[src/rtl/uart_pkg.sv]
// uart_pkg: shared types and constants for the UART receive/transmit path.
//   rx_state_t        receiver FSM states
//   OVERSAMPLE        uart_rx_clk ticks per bit (matches the clock generator)
//   SAMPLE_IDX0       first of the three mid-bit sample indices
//   SAMPLE_IDX_DECIDE index at which the voted bit value is acted on
//   LAST_IDX          final tick index of a bit period
//   DEFAULT_DATA_BITS default frame payload width
//   majority3()       2-of-3 vote used for mid-bit noise rejection
package uart_pkg;

  typedef enum logic [2:0] {
    IDLE,
    START,
    DATA,
    STOP,
    BREAK
  } rx_state_t;

  localparam int OVERSAMPLE        = 16;
  localparam int SAMPLE_IDX0       = 7;
  localparam int SAMPLE_IDX_DECIDE = 9;
  localparam int LAST_IDX          = OVERSAMPLE - 1;
  localparam int DEFAULT_DATA_BITS = 8;

  function automatic logic majority3(input logic a, input logic b, input logic c);
    return (a & b) | (a & c) | (b & c);
  endfunction

endpackage

[src/rtl/uart_sync_2ff.sv]
// uart_sync_2ff: generic two-flop synchronizer for a single asynchronous bit.
//   clk  input   destination clock
//   rst  input   synchronous, active-high reset; both flops load RESET_VAL
//   d    input   asynchronous input
//   q    output  synchronized copy of d, two clk edges of latency
module uart_sync_2ff #(
  parameter logic RESET_VAL = 1'b1
) (
  input  logic clk,
  input  logic rst,
  input  logic d,
  output logic q
);

  logic meta;

  always_ff @(posedge clk) begin
    if (rst) begin
      meta <= RESET_VAL;
      q    <= RESET_VAL;
    end else begin
      meta <= d;
      q    <= meta;
    end
  end

endmodule

[src/rtl/uart_rx.sv]
// uart_rx: 8N1-style UART receiver with 16x oversampling and mid-bit
// majority voting, presenting bytes on a valid/ready handshake.
//   sys_clk      input   system clock, rising edge
//   sys_rst      input   synchronous, active-high reset
//   uart_rx_clk  input   one-cycle enable at OVERSAMPLE x baud
//   uart_rxd     input   asynchronous serial line, idle high
//   rx_data      output  received byte, stable while rx_valid=1
//   rx_valid     output  byte available, held until accepted
//   rx_ready     input   consumer accepts on rx_valid & rx_ready
//   frame_err    output  one-cycle pulse when the stop bit votes 0
//   overrun_err  output  one-cycle pulse when a byte is dropped because
//                        the previous one is still pending
module uart_rx
  import uart_pkg::*;
#(
  parameter int DATA_BITS  = DEFAULT_DATA_BITS,
  parameter int OVERSAMPLE = uart_pkg::OVERSAMPLE
) (
  input  logic                 sys_clk,
  input  logic                 sys_rst,
  input  logic                 uart_rx_clk,
  input  logic                 uart_rxd,
  output logic [DATA_BITS-1:0] rx_data,
  output logic                 rx_valid,
  input  logic                 rx_ready,
  output logic                 frame_err,
  output logic                 overrun_err
);

  localparam int TW  = $clog2(OVERSAMPLE);
  localparam int BCW = $clog2(DATA_BITS);

  localparam logic [TW-1:0]  IDX_A      = TW'(SAMPLE_IDX0);
  localparam logic [TW-1:0]  IDX_B      = TW'(SAMPLE_IDX0 + 1);
  localparam logic [TW-1:0]  IDX_DECIDE = TW'(SAMPLE_IDX_DECIDE);
  localparam logic [TW-1:0]  IDX_LAST   = TW'(OVERSAMPLE - 1);
  localparam logic [BCW-1:0] BIT_LAST   = BCW'(DATA_BITS - 1);

  rx_state_t            state;
  logic [TW-1:0]        tick_idx;
  logic [BCW-1:0]       bit_cnt;
  logic [DATA_BITS-1:0] shift_reg;
  logic                 samp_a;
  logic                 samp_b;
  logic                 rxd_s;

  uart_sync_2ff #(
    .RESET_VAL(1'b1)
  ) u_sync (
    .clk(sys_clk),
    .rst(sys_rst),
    .d  (uart_rxd),
    .q  (rxd_s)
  );

  // The third vote is the live synchronized sample at the decide index, so
  // the decision never waits an extra tick.
  logic          vote;
  logic [TW-1:0] next_idx;
  logic          at_decide;
  logic          good_frame;

  assign vote       = majority3(samp_a, samp_b, rxd_s);
  assign next_idx   = (tick_idx == IDX_LAST) ? '0 : tick_idx + 1'b1;
  assign at_decide  = uart_rx_clk && (tick_idx == IDX_DECIDE);
  assign good_frame = at_decide && (state == STOP) && vote;

  always_ff @(posedge sys_clk) begin
    if (sys_rst) begin
      state       <= IDLE;
      tick_idx    <= '0;
      bit_cnt     <= '0;
      shift_reg   <= '0;
      samp_a      <= 1'b1;
      samp_b      <= 1'b1;
      rx_data     <= '0;
      rx_valid    <= 1'b0;
      frame_err   <= 1'b0;
      overrun_err <= 1'b0;
    end else begin
      frame_err   <= 1'b0;
      overrun_err <= 1'b0;

      // An accept in the same cycle as a completed frame frees the slot,
      // so the new byte is loaded rather than counted as an overrun.
      if (good_frame) begin
        if (!rx_valid || rx_ready) begin
          rx_data  <= shift_reg;
          rx_valid <= 1'b1;
        end else begin
          overrun_err <= 1'b1;
        end
      end else if (rx_valid && rx_ready) begin
        rx_valid <= 1'b0;
      end

      if (uart_rx_clk) begin
        if (tick_idx == IDX_A) samp_a <= rxd_s;
        if (tick_idx == IDX_B) samp_b <= rxd_s;

        case (state)
          IDLE: begin
            if (!rxd_s) begin
              state    <= START;
              tick_idx <= TW'(1);
            end else begin
              tick_idx <= '0;
            end
          end

          START: begin
            tick_idx <= next_idx;
            if (tick_idx == IDX_DECIDE && vote) begin
              state    <= IDLE;
              tick_idx <= '0;
            end else if (tick_idx == IDX_LAST) begin
              state   <= DATA;
              bit_cnt <= '0;
            end
          end

          DATA: begin
            tick_idx <= next_idx;
            if (tick_idx == IDX_DECIDE) begin
              shift_reg <= {vote, shift_reg[DATA_BITS-1:1]};
            end
            if (tick_idx == IDX_LAST) begin
              if (bit_cnt == BIT_LAST) begin
                state <= STOP;
              end else begin
                bit_cnt <= bit_cnt + 1'b1;
              end
            end
          end

          // Leaving at mid-stop gives half a bit of slack to catch the
          // next start edge when the sender runs slightly fast.
          STOP: begin
            tick_idx <= next_idx;
            if (tick_idx == IDX_DECIDE) begin
              tick_idx <= '0;
              if (vote) begin
                state <= IDLE;
              end else begin
                frame_err <= 1'b1;
                state     <= BREAK;
              end
            end
          end

          // A line held low after a framing error is a break, not a stream
          // of zero bytes; wait for it to return high.
          BREAK: begin
            tick_idx <= '0;
            if (rxd_s) state <= IDLE;
          end

          default: begin
            state    <= IDLE;
            tick_idx <= '0;
          end
        endcase
      end
    end
  end

endmodule

[config.mk]
export PLATFORM = sky130hd
export DESIGN_NAME = uart_rx
export DESIGN_NICKNAME = d
export VERILOG_FILES = /design/src/rtl/uart_pkg.sv /design/src/rtl/uart_sync_2ff.sv /design/src/rtl/uart_rx.sv
export SDC_FILE = /design/constraint.sdc
export NUM_CORES = 1
export LEC_CHECK = 0
export CAP_MARGIN = 10
export CORE_ASPECT_RATIO = 0.7
export CORE_MARGIN = 1.5
export CORE_UTILIZATION = 55
export DETAILED_ROUTE_END_ITERATION = 6
export GPL_ROUTABILITY_DRIVEN = 0
export PLACE_DENSITY = 0.75
export SYNTH_ARGS = -nofsm -noshare
export SYNTH_HDL_FRONTEND = slang
export SYNTH_SLANG_ARGS = --single-unit
[constraint.sdc]
create_clock -name sys_clk -period 1.8 [get_ports sys_clk]
set_input_delay 0.36 -clock sys_clk [delete_from_list [all_inputs] [get_ports sys_clk]]
set_output_delay 0.36 -clock sys_clk [all_outputs]
set_load 0.05 [all_outputs]
# Yosys cells after proc, flatten, opt, wreduce, memory -nomap -nowiden
# Index checks and enable logic that the tools add are counted.
# word_totals
ff_bits	33
output_inout_bits	11
wordCells	85
# op_classes
addsub	2
n_eq_ne	19
n_mux	24
n_bitwise	9
n_reduce_logical	19
# op_table
op	n
$mux W3	12
$pmux W4 S4	1
$pmux W3 S5	1
$eq A4 B4 Y1 const B	3
$mux W4	3
$ne A2 B2 Y1 const B	6
$reduce_and A2 Y1	4
$reduce_and A7 Y1	1
$eq A3 B2 Y1 const B	2
$eq A3 B3 Y1 const B	2
$mux W1	6
$ne A2 B1 Y1 const B	3
$pmux W3 S2	1
$reduce_and A6 Y1	1
$logic_and A1 B1 Y1	5
$add A4 B1 Y4 const B	1
$eq A4 B3 Y1 const B	1
$not A1 Y1	4
$reduce_bool A2 Y1	2
$reduce_or A4 Y1	1
$add A3 B1 Y3 const B	1
$and A1 B1 Y1	3
$eq A3 B1 Y1 const B	1
$logic_not A3 Y1	1
6 further kinds	7

# Logic depth before layout (Yosys ltp)
# Gate-level depths: netlist of run 1.
# depth
ltp_word	6
ltp_mapped	7

# Cells and area by module
# A second synthesis of run 1 with hierarchy kept.
# unflattened
cells_unflattened	161
area_unflattened_um2	1550.2
# by_module_without_submodules
module	instances	cells_per_inst	area_per_inst_um2	seq_area_each_um2
uart_rx	1	157	1497.7	620.6
uart_sync_2ff	1	4	52.6	40.0

# Least setup slack after synthesis of run 1
# Ideal clock, no wire load.
# synth_timing
kind	reg-to-reg
startpoint	reg bit_cnt[0]
endpoint	reg bit_cnt[1]
setup_ns	0.128
arrival_ns	1.516
path_slack_ns	0.156
path_stages_with_launch	7
path_buffers	0
cell_sequence	dfxtp_1 -> ha_1 -> ha_1 -> or4b_4 -> a21o_1 -> a22oi_1 -> nor2_1
# synth_between
elab_chain_len	4
word_cells_on_any_way	7
cone_classes	1 x add/sub; 2 x eq/ne; 3 x mux; 1 x reduce/logical
# synth_rtl
item	line	rtl
start: declaration	uart_rx.sv:41	logic [BCW-1:0] bit_cnt;
start signal: assignment	uart_rx.sv:131	bit_cnt <= bit_cnt + 1'b1;
$add A3 B1 Y3	uart_rx.sv:131	
$mux W3	uart_rx.sv:128	if (bit_cnt == BIT_LAST) begin
$mux W3	uart_rx.sv:127	if (tick_idx == IDX_LAST) begin
$pmux W3 S2	uart_rx.sv:101	case (state)
# Several ways; a longest one is shown, not always the timed one. The select of a mux whose other input is x is not followed.
# A chain may end at the register's enable or synchronous reset.

# Worst setup path in the final report of run 1
# layout_timing
startpoint	reg frame_err
endpoint	out frame_err
# layout_rtl
item	line	rtl
start: declaration	uart_rx.sv:26	output logic frame_err,
start signal: assignment	uart_rx.sv:78	frame_err <= 1'b0;
start signal: assignment	uart_rx.sv:81	frame_err <= 1'b0;
start signal: assignment	uart_rx.sv:145	frame_err <= 1'b1;
# No word-level cell between the ends.

==> impl_metrics.xml, run 1 <==
<?xml version="1.0" encoding="UTF-8"?>
<metrics>
  <group name="clocking">
    <metric name="clock-sinks" unit="">33</metric>
    <metric name="hold_buffers" unit="">0</metric>
    <metric name="later_pin_clock_latency_in_the_skew_report" unit="ns">0.28</metric>
    <metric name="cts_tree" unit="">yes</metric>
    <metric name="worst_setup_hold_path_clk_slew" unit="ns">0.07</metric>
    <metric name="cts.path.max_buffers" unit="">2</metric>
    <metric name="h-tree-depth" unit="">2</metric>
    <metric name="clock-root-buffer" unit="">clkbuf_8</metric>
    <metric name="cts-buffers-inserted" unit="">5</metric>
  </group>
  <group name="synth">
    <metric name="post_synth_num_cell_types" unit="">46</metric>
    <metric name="yosysSeqAreaShare" unit="%">43.00</metric>
    <metric name="asyncSetResetFlopFracSynth" unit="%">0</metric>
    <metric name="synth_area_per_cell" unit="µm²">9.849</metric>
    <metric name="synth_area_leaders" unit="">dfxtp_1 43%, mux2i_1 11%, nor2_1 6.8%</metric>
    <metric name="synth-edff-count" unit="">0</metric>
    <metric name="synth.net_count" unit="">166</metric>
    <metric name="synth.ff_latch_count" unit="">33</metric>
    <metric name="post_synth_instance_area" unit="µm²">1536</metric>
    <metric name="fraction_of_synthesized_cell_area_taken_by_the_top_area_cell_type" unit="%">43.00</metric>
    <metric name="synthFlopType" unit="">dfxtp_1</metric>
    <metric name="post_synth_inst_count" unit="">156</metric>
    <metric name="netlist.top_cell.by_area" unit="">dfxtp_1</metric>
    <metric name="synth_warnings" unit="">0</metric>
  </group>
  <group name="pwr">
    <metric name="power_density" unit="nW/µm²">787.8</metric>
    <metric name="power.share.clock" unit="%">46.8</metric>
    <metric name="intPower" unit="µW">1215</metric>
    <metric name="leakagePower" unit="µW">0.0008402</metric>
    <metric name="share_seq_of_total_power" unit="%">49.1</metric>
    <metric name="p_sw_share" unit="%">19.23</metric>
    <metric name="ir_worst_vdd" unit="mV">0.6158</metric>
    <metric name="part_of_the_total_power_dissipated_in_combinational_logic" unit="%">4.1</metric>
    <metric name="power_switching" unit="µW">289.2</metric>
  </group>
  <group name="run">
    <metric name="maxCapViolCount" unit="">0</metric>
  </group>
  <group name="placed_design">
    <metric name="io_buffer_count" unit="">15</metric>
    <metric name="hpwl" unit="µm">2110</metric>
    <metric name="postPlaceCellArea" unit="µm²">1737</metric>
  </group>
  <group name="setup_path">
    <metric name="worst_ep_required_time" unit="ns">1.44</metric>
    <metric name="crit_family" unit="">buffers and inverters</metric>
    <metric name="timing.critical_path.fanout_max" unit="">1</metric>
    <metric name="crit_slowest_cell" unit="">clkdlybuf4s50_1</metric>
    <metric name="worstPathCellList" unit="">clkdlybuf4s50_1</metric>
    <metric name="worst_setup_path_start_kind" unit="">register</metric>
    <metric name="critical_path_class" unit="">reg2out</metric>
    <metric name="r2r_slack" unit="ns">0.05</metric>
    <metric name="crit_cells" unit="">1</metric>
    <metric name="crit_start" unit="">frame_err</metric>
    <metric name="worstPathBufferInverterCount" unit="">1</metric>
    <metric name="reg2reg_from" unit="">bit_cnt[1]</metric>
    <metric name="critPathCaptureType" unit="">output port</metric>
    <metric name="reg2regPathDepth" unit="">6</metric>
    <metric name="timing.critical_path.arrival" unit="ns">1.40</metric>
    <metric name="slowest_delay" unit="ns">0.79</metric>
  </group>
  <group name="cells_and_area">
    <metric name="final_nets" unit="">191</metric>
    <metric name="diodes" unit="">0</metric>
    <metric name="nFillCells" unit="">190</metric>
    <metric name="design_area" unit="µm²">1909</metric>
    <metric name="syn_to_final_growth" unit="%">24.27</metric>
    <metric name="share_of_layout_cells_above_drive_strength_1" unit="%">26.37</metric>
    <metric name="finish.utilization" unit="%">74.80</metric>
  </group>
  <group name="sta">
    <metric name="maxSlewViolCount" unit="">0</metric>
    <metric name="max_freq" unit="MHz">569.6</metric>
    <metric name="tightest_slew" unit="ns">0.4872</metric>
    <metric name="timing_hold_violations_final" unit="">0</metric>
    <metric name="rsz0062_at_grt" unit="">true</metric>
    <metric name="fin_skew" unit="ns">0.01091</metric>
    <metric name="tns" unit="ns">0</metric>
    <metric name="timing.final.setup_violations" unit="">0</metric>
    <metric name="period_minus_slack" unit="ns">1.756</metric>
    <metric name="worst_slew_margin_rel" unit="%">67.42</metric>
    <metric name="period_share" unit="%">97.54</metric>
  </group>
  <group name="drt">
    <metric name="drt-initial-drc-count" unit="">89</metric>
    <metric name="vias_per_cell" unit="">5.616</metric>
    <metric name="remaining_drc_errors" unit="">0</metric>
    <metric name="drt_pass1_iterations" unit="">4</metric>
    <metric name="wl_per_cell" unit="µm">13.91</metric>
    <metric name="finalWirelength" unit="µm">3004</metric>
    <metric name="routed-via-count" unit="">1213</metric>
    <metric name="antenna_left" unit="">0</metric>
  </group>
  <group name="floorplanning">
    <metric name="die-area" unit="µm²">3125</metric>
    <metric name="core-area" unit="µm²">2552</metric>
    <metric name="initial_core_util" unit="%">60.20</metric>
    <metric name="floorplan.io_pins" unit="">16</metric>
    <metric name="die_width" unit="µm">66.18</metric>
    <metric name="die_h" unit="µm">47.22</metric>
    <metric name="rows" unit="">15</metric>
  </group>
  <group name="global_route">
    <metric name="grt_overflow_total" unit="">0</metric>
    <metric name="grt_first_pass_wirelength" unit="µm">5037</metric>
    <metric name="first_global_vias" unit="">1107</metric>
    <metric name="grt_start_max_net_pins" unit="">17</metric>
    <metric name="global_route_usage_sum" unit="%">21.71</metric>
    <metric name="antenna_found_initial" unit="">0</metric>
  </group>
  <group name="min_path">
    <metric name="hold_path.class" unit="">reg2reg</metric>
    <metric name="worstHoldStart" unit="">u_sync.meta</metric>
    <metric name="min_path_cells" unit="">1</metric>
  </group>
  <group name="status">
    <metric name="outcome" unit="">finished clean</metric>
  </group>
</metrics>
-- synthesized netlist by cell type, drive strengths merged (2+ instances only) --
cell type and instances:
a21o 2, a21oi 4, a22oi 2, a31oi 2, and3b 2, buf 4
clkbuf 5, dfxtp 33, ha 5, inv 6, mux2i 17, nand2 3
nand2b 4, nand3 2, nand4 2, nand4b 2, nor2 29, nor3 3
o2111ai 2, o211ai 2, o311ai 2, or2 2, or2b 2, or3 2
or3b 2
-- cells in the final DEF (no fill, tap or decap), drive strengths merged, types with 3 or more instances in the layout --
cell and n:
a21oi 4, buf 21, clkbuf 7, clkdlybuf4s50 6
dfxtp 33, ha 5, inv 6, mux2i 17
nand2 3, nand2b 4, nor2 29, nor3 3
-- power groups by stage --
| stage | logic, µW | registers [µW] | clock network, µW |
|---|---|---|---|
| final | 61.8 | 738 | 704 |
| after global routing | 67.6 | 738 | 752 |
| after CTS | 61.4 | 738 | 727 |
| after detailed placement | 61.2 | 754 | 0 |
| after global placement | 60.2 | 754 | 0 |
| after floorplan | 34.7 | 754 | 0 |
-- path summary, 6_finish.rpt --
kind                     end
setup / recovery   frame_err
hold / removal      u_sync.q
setup reg to reg  bit_cnt[1]
hold reg to reg     u_sync.q
-- timing repair --
action,4_1_cts,5_1_grt
gates resized for setup,0,9
buffers inserted,0,2
setup endpoints to repair,0,3
-- layout make-up --
cell class | instances | area (µm²) | area share, %
multi-input cells | 108 | 847.1 | 44.36
flip-flops and latches | 33 | 663.1 | 34.73
repair buffers | 27 | 217.7 | 11.40
clock buffers | 7 | 86.33 | 4.522
well taps | 34 | 42.54 | 2.228
clock inverters | 1 | 30.03 | 1.573
inverters | 6 | 22.52 | 1.180
-- through the flow --
stage	hold slack (ns)	power, µW	worst slack [ns]	std cells
4_1_cts	0.4170	1526	0.04008	214
5_1_grt	0.4228	1557	-0.01488	216
3_5_place_dp	0.4015	815.5	-0.005502	206
6_report	0.4140	1504	0.04425	216
3_3_place_gp	0.3954	814.4	0.007706	206
2_1_floorplan	0.3895	788.8	0.1562	156
-- layer usage --
layer | global-route usage, % | share of wire, % | vias to the layer above
met2 | 33.60 | 43 | 26
met5 | 0 | 0 | -
li1 | - | - | 609
met4 | 3.673 | 0.40 | 0
met3 | 7.914 | 4.9 | 2
met1 | 29.96 | 52 | 576
-- cells by family (layout without fill, tap and decap cells) --
group                    Yosys count  after routing  synth area share [%]
flip-flops                        33             33                 43.00
AND/OR/NAND/NOR                   60             60                 23.21
AO/OA/AOI/OAI                     25             25                 13.52
adder cells (fa/ha/maj)            6              6                 4.805
buffers and inverters             15             41                 4.397
multiplexers                      17             17                 11.07
Note: power is estimated with default switching activity, not from simulation.
==> inputs of run 2 (changes only) <==
RECOVER_POWER = 50   (was default)
==> run 2 against run 1 <==
Net effect:
- critical path depth is the same
- worst setup slack gained 0.0012 ns
- non-clock buffer count is the same
- core utilization shrank 1.7 points
- hold slack gained 0.0011 ns
- flip-flop and latch count is the same
- routed wire length grew 0.70%
- die area is the same
==> impl_metrics.xml, run 2 (synthesis results as in run 1) <==
<?xml version="1.0" encoding="UTF-8"?>
<metrics>
  <group name="status">
    <metric name="outcome" unit="">finished clean</metric>
  </group>
  <group name="clocking">
    <metric name="cts.path.max_buffers" unit="">2</metric>
    <metric name="cts_tree" unit="">yes</metric>
    <metric name="later_pin_clock_latency_in_the_skew_report" unit="ns">0.28</metric>
    <metric name="worst_setup_hold_path_clk_slew" unit="ns">0.07</metric>
    <metric name="h-tree-depth" unit="">2</metric>
    <metric name="clock-sinks" unit="">33</metric>
    <metric name="cts-buffers-inserted" unit="">5</metric>
    <metric name="hold_buffers" unit="">0</metric>
    <metric name="clock-root-buffer" unit="">clkbuf_8</metric>
  </group>
  <group name="sta">
    <metric name="fin_skew" unit="ns">0.01113</metric>
    <metric name="maxSlewViolCount" unit="">0</metric>
    <metric name="period_share" unit="%">97.48</metric>
    <metric name="tightest_slew" unit="ns">0.6563</metric>
    <metric name="period_minus_slack" unit="ns">1.755</metric>
    <metric name="max_freq" unit="MHz">569.9</metric>
    <metric name="timing.final.setup_violations" unit="">0</metric>
    <metric name="worst_slew_margin_rel" unit="%">56.24</metric>
    <metric name="rsz0062_at_grt" unit="">true</metric>
    <metric name="timing_hold_violations_final" unit="">0</metric>
    <metric name="postLayoutSetupSlackWorst" unit="ns">0.04544</metric>
    <metric name="tns" unit="ns">0</metric>
  </group>
  <group name="cells_and_area">
    <metric name="layout_commonest_cell" unit="">dfxtp_1</metric>
    <metric name="multi_input_comb_area" unit="µm²">847.1</metric>
    <metric name="syn_to_final_growth" unit="%">21.50</metric>
    <metric name="share_of_layout_cells_above_drive_strength_1" unit="%">20.88</metric>
    <metric name="diodes" unit="">0</metric>
    <metric name="most_used_cells_in_the_layout_excluding_fill_and_tap_cells" unit="">31 x dfxtp_1, 28 x nor2_1, 17 x mux2i_1</metric>
    <metric name="seq_area" unit="µm²">663.1</metric>
    <metric name="finalNonFillerCells" unit="">216</metric>
    <metric name="final_nets" unit="">191</metric>
    <metric name="nFillCells" unit="">198</metric>
  </group>
  <group name="min_path">
    <metric name="hold_path.class" unit="">reg2reg</metric>
  </group>
  <group name="global_route">
    <metric name="grt_first_pass_wirelength" unit="µm">5037</metric>
    <metric name="antenna_found_initial" unit="">0</metric>
    <metric name="grt_util_met1" unit="%">29.96</metric>
    <metric name="grt_start_max_net_pins" unit="">17</metric>
    <metric name="global_route_usage_sum" unit="%">21.71</metric>
    <metric name="first_global_vias" unit="">1107</metric>
    <metric name="gr-usage-met3" unit="%">7.914</metric>
    <metric name="grt_overflow_total" unit="">0</metric>
    <metric name="groute.layer.met2.usage" unit="%">33.60</metric>
    <metric name="top_usage_layer" unit="">met2</metric>
  </group>
  <group name="drt">
    <metric name="drt-initial-drc-count" unit="">89</metric>
    <metric name="drt_pass1_iterations" unit="">4</metric>
    <metric name="antenna_left" unit="">0</metric>
    <metric name="routed-via-count" unit="">1203</metric>
    <metric name="vias_per_cell" unit="">5.569</metric>
    <metric name="wl_per_cell" unit="µm">14.00</metric>
    <metric name="remaining_drc_errors" unit="">0</metric>
    <metric name="finalWirelength" unit="µm">3025</metric>
  </group>
  <group name="setup_path">
    <metric name="worstPathBufferInverterCount" unit="">1</metric>
    <metric name="crit_start" unit="">frame_err</metric>
    <metric name="worst_setup_path_start_kind" unit="">register</metric>
    <metric name="reg2regPathDepth" unit="">6</metric>
    <metric name="slowest_delay" unit="ns">0.79</metric>
    <metric name="worst_setup_path_endpoint" unit="">frame_err</metric>
    <metric name="reg2reg_from" unit="">bit_cnt[1]</metric>
    <metric name="timing.critical_path.fanout_max" unit="">1</metric>
    <metric name="critical_path.reg2reg.endpoint" unit="">bit_cnt[1]</metric>
    <metric name="worstPathCellList" unit="">clkdlybuf4s50_1</metric>
    <metric name="crit_cells" unit="">1</metric>
    <metric name="worst_ep_required_time" unit="ns">1.44</metric>
    <metric name="timing.critical_path.arrival" unit="ns">1.39</metric>
    <metric name="crit_slowest_cell" unit="">clkdlybuf4s50_1</metric>
    <metric name="crit_family" unit="">buffers and inverters</metric>
    <metric name="r2r_slack" unit="ns">0.05</metric>
    <metric name="critPathCaptureType" unit="">output port</metric>
    <metric name="critical_path_class" unit="">reg2out</metric>
  </group>
  <group name="pwr">
    <metric name="ir_worst_vdd" unit="mV">0.6163</metric>
    <metric name="p_total" unit="µW">1501</metric>
    <metric name="power_density" unit="nW/µm²">804.1</metric>
    <metric name="leakagePower" unit="µW">0.0007974</metric>
  </group>
  <group name="placed_design">
    <metric name="place_ws" unit="ns">-0.005502</metric>
    <metric name="placed_cells" unit="">206</metric>
    <metric name="io_buffer_count" unit="">15</metric>
    <metric name="hpwl" unit="µm">2110</metric>
  </group>
  <group name="floorplanning">
    <metric name="core-area" unit="µm²">2552</metric>
    <metric name="initial_core_util" unit="%">60.20</metric>
    <metric name="die-area" unit="µm²">3125</metric>
    <metric name="die_width" unit="µm">66.18</metric>
    <metric name="die_h" unit="µm">47.22</metric>
    <metric name="floorplan.io_pins" unit="">16</metric>
    <metric name="rows" unit="">15</metric>
  </group>
  <group name="run">
    <metric name="maxCapViolCount" unit="">0</metric>
  </group>
</metrics>
-- run 2: changes by cell type in the layout (fill, tap and decap cells not counted) --
| cell | before | now |
|---|---|---|
| buf_4 | 21 | 9 |
| clkbuf_1 | 1 | 11 |
| clkbuf_2 | 0 | 2 |
| clkdlybuf4s50_1 | 6 | 4 |
| dlygate4sd3_1 | 0 | 2 |
-- run 2: layer usage --
| metal | share of wire [%] | up-vias |
|---|---|---|
| met5 | 0 | - |
| met4 | 0.40 | 0 |
| li1 | - | 608 |
| met2 | 42 | 28 |
| met1 | 52 | 565 |
| met3 | 5.2 | 2 |
-- run 2: final cells by class --
class | count | share of cell area (%)
multi-input cells | 108 | 45.38
flip-flops and latches | 33 | 35.52
repair buffers | 27 | 9.383
clock buffers | 7 | 4.625
well taps | 34 | 2.279
clock inverters | 1 | 1.609
inverters | 6 | 1.206
-- run 2: stage by stage --
step / util, % / area [µm²] / hold WS (ns)
after floorplan: - / 1536 / 0.3895
after CTS: 72.60 / 1853 / 0.4170
after detailed placement: 68.04 / 1737 / 0.4015
after global placement: 68.04 / 1737 / 0.3954
final: 73.14 / 1867 / 0.4152
after global routing: 73.14 / 1867 / 0.4228
-- run 2: how the worst min path moves through the flow --
stage | from | to | slack, ns | cells past startpoint
after global routing | u_sync.meta | u_sync.q | 0.42 | 1
final | u_sync.meta | u_sync.q | 0.42 | 1
after detailed placement | u_sync.meta | u_sync.q | 0.40 | 1
after CTS | u_sync.meta | u_sync.q | 0.42 | 1
after global placement | u_sync.meta | u_sync.q | 0.40 | 1
after floorplan | u_sync.meta | u_sync.q | 0.39 | 1
-- run 2: report_power, final --
group | total [µW] | leakage (µW) | switching, µW | internal (µW)
Clock | 704 | 0.0000585 | 253 | 451
Combinational | 59.3 | 0.000471 | 32.3 | 27.0
Sequential | 738 | 0.000268 | 3.68 | 734
-- run 2: timing repair --
item,in CTS,in global routing
setup buffers,0,2
gates resized for setup,0,9
setup endpoints to repair,0,3
==> inputs of run 3 (changes only) <==
REMOVE_ABC_BUFFERS = 1   (was default)
==> run 3 against run 2 <==
Net effect:
- flip-flop and latch count did not move
- maximum frequency fell by 0.62%
- sequential share of layout area rose by 0.30 points
- critical endpoint is now bit_cnt[1]
- largest cell class unchanged
- largest power group unchanged
- highest routed layer unchanged
==> impl_metrics.xml, run 3 (synthesis results as in run 1) <==
<?xml version="1.0" encoding="UTF-8"?>
<metrics>
  <group name="pwr">
    <metric name="ir_worst_vdd" unit="mV">0.5444</metric>
    <metric name="power_switching" unit="µW">304.0</metric>
    <metric name="power.share.clock" unit="%">40.2</metric>
    <metric name="leakagePower" unit="µW">0.0008263</metric>
    <metric name="intPower" unit="µW">1028</metric>
    <metric name="p_total" unit="µW">1332</metric>
    <metric name="p_sw_share" unit="%">22.82</metric>
    <metric name="share_seq_of_total_power" unit="%">55.4</metric>
    <metric name="power_density" unit="nW/µm²">717.0</metric>
    <metric name="part_of_the_total_power_dissipated_in_combinational_logic" unit="%">4.3</metric>
  </group>
  <group name="sta">
    <metric name="rsz0062_at_grt" unit="">true</metric>
    <metric name="period_minus_slack" unit="ns">1.765</metric>
    <metric name="tightest_slew" unit="ns">0.5972</metric>
    <metric name="maxSlewViolCount" unit="">0</metric>
    <metric name="fin_skew" unit="ns">0.005825</metric>
    <metric name="timing.final.setup_violations" unit="">0</metric>
    <metric name="timing_hold_violations_final" unit="">0</metric>
    <metric name="max_freq" unit="MHz">566.4</metric>
    <metric name="worst_slew_margin_rel" unit="%">60.36</metric>
    <metric name="period_share" unit="%">98.08</metric>
    <metric name="postLayoutSetupSlackWorst" unit="ns">0.03455</metric>
  </group>
  <group name="clocking">
    <metric name="cts.path.max_buffers" unit="">2</metric>
    <metric name="hold_buffers" unit="">0</metric>
    <metric name="clock-sinks" unit="">33</metric>
    <metric name="clock-root-buffer" unit="">clkbuf_8</metric>
    <metric name="worst_setup_hold_path_clk_slew" unit="ns">0.07</metric>
    <metric name="cts_tree" unit="">yes</metric>
    <metric name="h-tree-depth" unit="">2</metric>
    <metric name="later_pin_clock_latency_in_the_skew_report" unit="ns">0.29</metric>
    <metric name="cts-buffers-inserted" unit="">5</metric>
  </group>
  <group name="setup_path">
    <metric name="reg2reg_from" unit="">bit_cnt[0]</metric>
    <metric name="r2r_slack" unit="ns">0.03</metric>
    <metric name="timing.critical_path.fanout_max" unit="">4</metric>
    <metric name="critical_path_class" unit="">reg2reg</metric>
    <metric name="reg2regPathDepth" unit="">6</metric>
    <metric name="crit_start" unit="">bit_cnt[0]</metric>
    <metric name="critPathCaptureType" unit="">register</metric>
    <metric name="critical_path.reg2reg.endpoint" unit="">bit_cnt[1]</metric>
    <metric name="worst_ep_required_time" unit="ns">1.96</metric>
    <metric name="worst_setup_path_endpoint" unit="">bit_cnt[1]</metric>
    <metric name="timing.critical_path.arrival" unit="ns">1.93</metric>
    <metric name="worst_setup_path_start_kind" unit="">register</metric>
  </group>
  <group name="floorplanning">
    <metric name="floorplan.io_pins" unit="">16</metric>
    <metric name="die_width" unit="µm">66.18</metric>
    <metric name="die_h" unit="µm">47.22</metric>
    <metric name="die-area" unit="µm²">3125</metric>
    <metric name="initial_core_util" unit="%">60.20</metric>
    <metric name="rows" unit="">15</metric>
    <metric name="core-area" unit="µm²">2552</metric>
  </group>
  <group name="global_route">
    <metric name="grt_overflow_total" unit="">0</metric>
    <metric name="first_global_vias" unit="">1067</metric>
    <metric name="grt_first_pass_wirelength" unit="µm">4954</metric>
    <metric name="grt_start_max_net_pins" unit="">14</metric>
    <metric name="antenna_found_initial" unit="">0</metric>
    <metric name="global_route_usage_sum" unit="%">21.82</metric>
  </group>
  <group name="cells_and_area">
    <metric name="syn_to_final_growth" unit="%">20.93</metric>
    <metric name="layout_commonest_cell" unit="">dfxtp_1</metric>
    <metric name="finish.utilization" unit="%">72.79</metric>
    <metric name="diodes" unit="">0</metric>
    <metric name="design_area" unit="µm²">1858</metric>
    <metric name="most_used_cells_in_the_layout_excluding_fill_and_tap_cells" unit="">31 x dfxtp_1, 28 x nor2_1, 17 x mux2i_1, 17 x buf_4, 6 x inv_1</metric>
    <metric name="share_of_layout_cells_above_drive_strength_1" unit="%">24.44</metric>
    <metric name="finalNonFillerCells" unit="">214</metric>
    <metric name="final_nets" unit="">189</metric>
  </group>
  <group name="placed_design">
    <metric name="place_ws" unit="ns">-0.02776</metric>
    <metric name="io_buffer_count" unit="">15</metric>
    <metric name="hpwl" unit="µm">2122</metric>
    <metric name="placed_cells" unit="">205</metric>
    <metric name="postPlaceCellArea" unit="µm²">1729</metric>
  </group>
  <group name="drt">
    <metric name="wl_per_cell" unit="µm">14.00</metric>
    <metric name="drt_pass1_iterations" unit="">4</metric>
    <metric name="finalWirelength" unit="µm">2995</metric>
    <metric name="remaining_drc_errors" unit="">0</metric>
    <metric name="antenna_left" unit="">0</metric>
    <metric name="drt-initial-drc-count" unit="">88</metric>
    <metric name="routed-via-count" unit="">1210</metric>
    <metric name="vias_per_cell" unit="">5.654</metric>
  </group>
  <group name="status">
    <metric name="outcome" unit="">finished clean</metric>
  </group>
  <group name="min_path">
    <metric name="hold_path.class" unit="">reg2reg</metric>
  </group>
  <group name="run">
    <metric name="maxCapViolCount" unit="">0</metric>
  </group>
</metrics>
## run 3: cell count changes in the layout (fill, tap and decap cells not counted), sizes merged
cell / before / now
bufinv: 1 / 0
buf: 9 / 17
dlygate4sd3: 2 / 0
dlymetal6s2s: 0 / 1
clkdlybuf4s50: 4 / 5
clkinv: 0 / 2
clkbuf: 19 / 8
## run 3: layout make-up
cell class                      count  area [µm²]
Inverter                            6       22.52
Sequential cell                    33       665.6
Fill cell                         210       694.4
Clock inverter                      2       10.01
Multi-Input combinational cell    108       847.1
Timing Repair Buffer               25       197.7
Tap cell                           34       42.54
Clock buffer                        6       72.57
## run 3: worst min-delay path by stage
| stage | from | end | slack, ns | cells after the start |
|---|---|---|---|---|
| floorplan | u_sync.meta | u_sync.q | 0.39 | 1 |
| global placement | u_sync.meta | u_sync.q | 0.39 | 1 |
| detailed placement | u_sync.meta | u_sync.q | 0.39 | 1 |
| CTS | u_sync.meta | u_sync.q | 0.41 | 1 |
| global route | u_sync.meta | u_sync.q | 0.42 | 1 |
| finish | u_sync.meta | u_sync.q | 0.41 | 1 |
## run 3: power groups by stage
stage	clock (µW)	combinational, µW	sequential [µW]
after detailed placement	0	57.2	756
final	536	57.8	739
after floorplan	0	22.3	755
after global routing	571	64.4	739
after CTS	537	57.4	740
after global placement	0	56.1	756
## run 3: per-layer routing
layer / vias up / share of wire [%] / GRT usage [%]
met5: - / 0 / 0
met4: 0 / 1.2 / 9.388
met3: 7 / 4.7 / 7.194
met2: 32 / 44 / 30.00
met1: 572 / 50 / 31.36
li1: 599 / - / -
## run 3: per-stage QoR
stage	hold slack, ns	setup TNS [ns]
after detailed placement	0.3928	-0.04656
after global routing	0.4221	-0.01951
after floorplan	0.3895	0
after CTS	0.4088	0
after global placement	0.3938	0
final	0.4080	0
## run 3: worst max-delay path: stages (launching register included)
cell and delay [ns]:
dfxtp_4 0.36, ha_4 0.16, ha_4 0.14, or4b_4 0.54, a21o_1 0.25, a22oi_2 0.15
nor2_1 0.05
## run 3: repair_timing
| action | in CTS | in global routing |
|---|---|---|
| resized for setup | 0 | 11 |
| endpoints found under the setup margin | 0 | 5 |
| setup buffers | 0 | 1 |
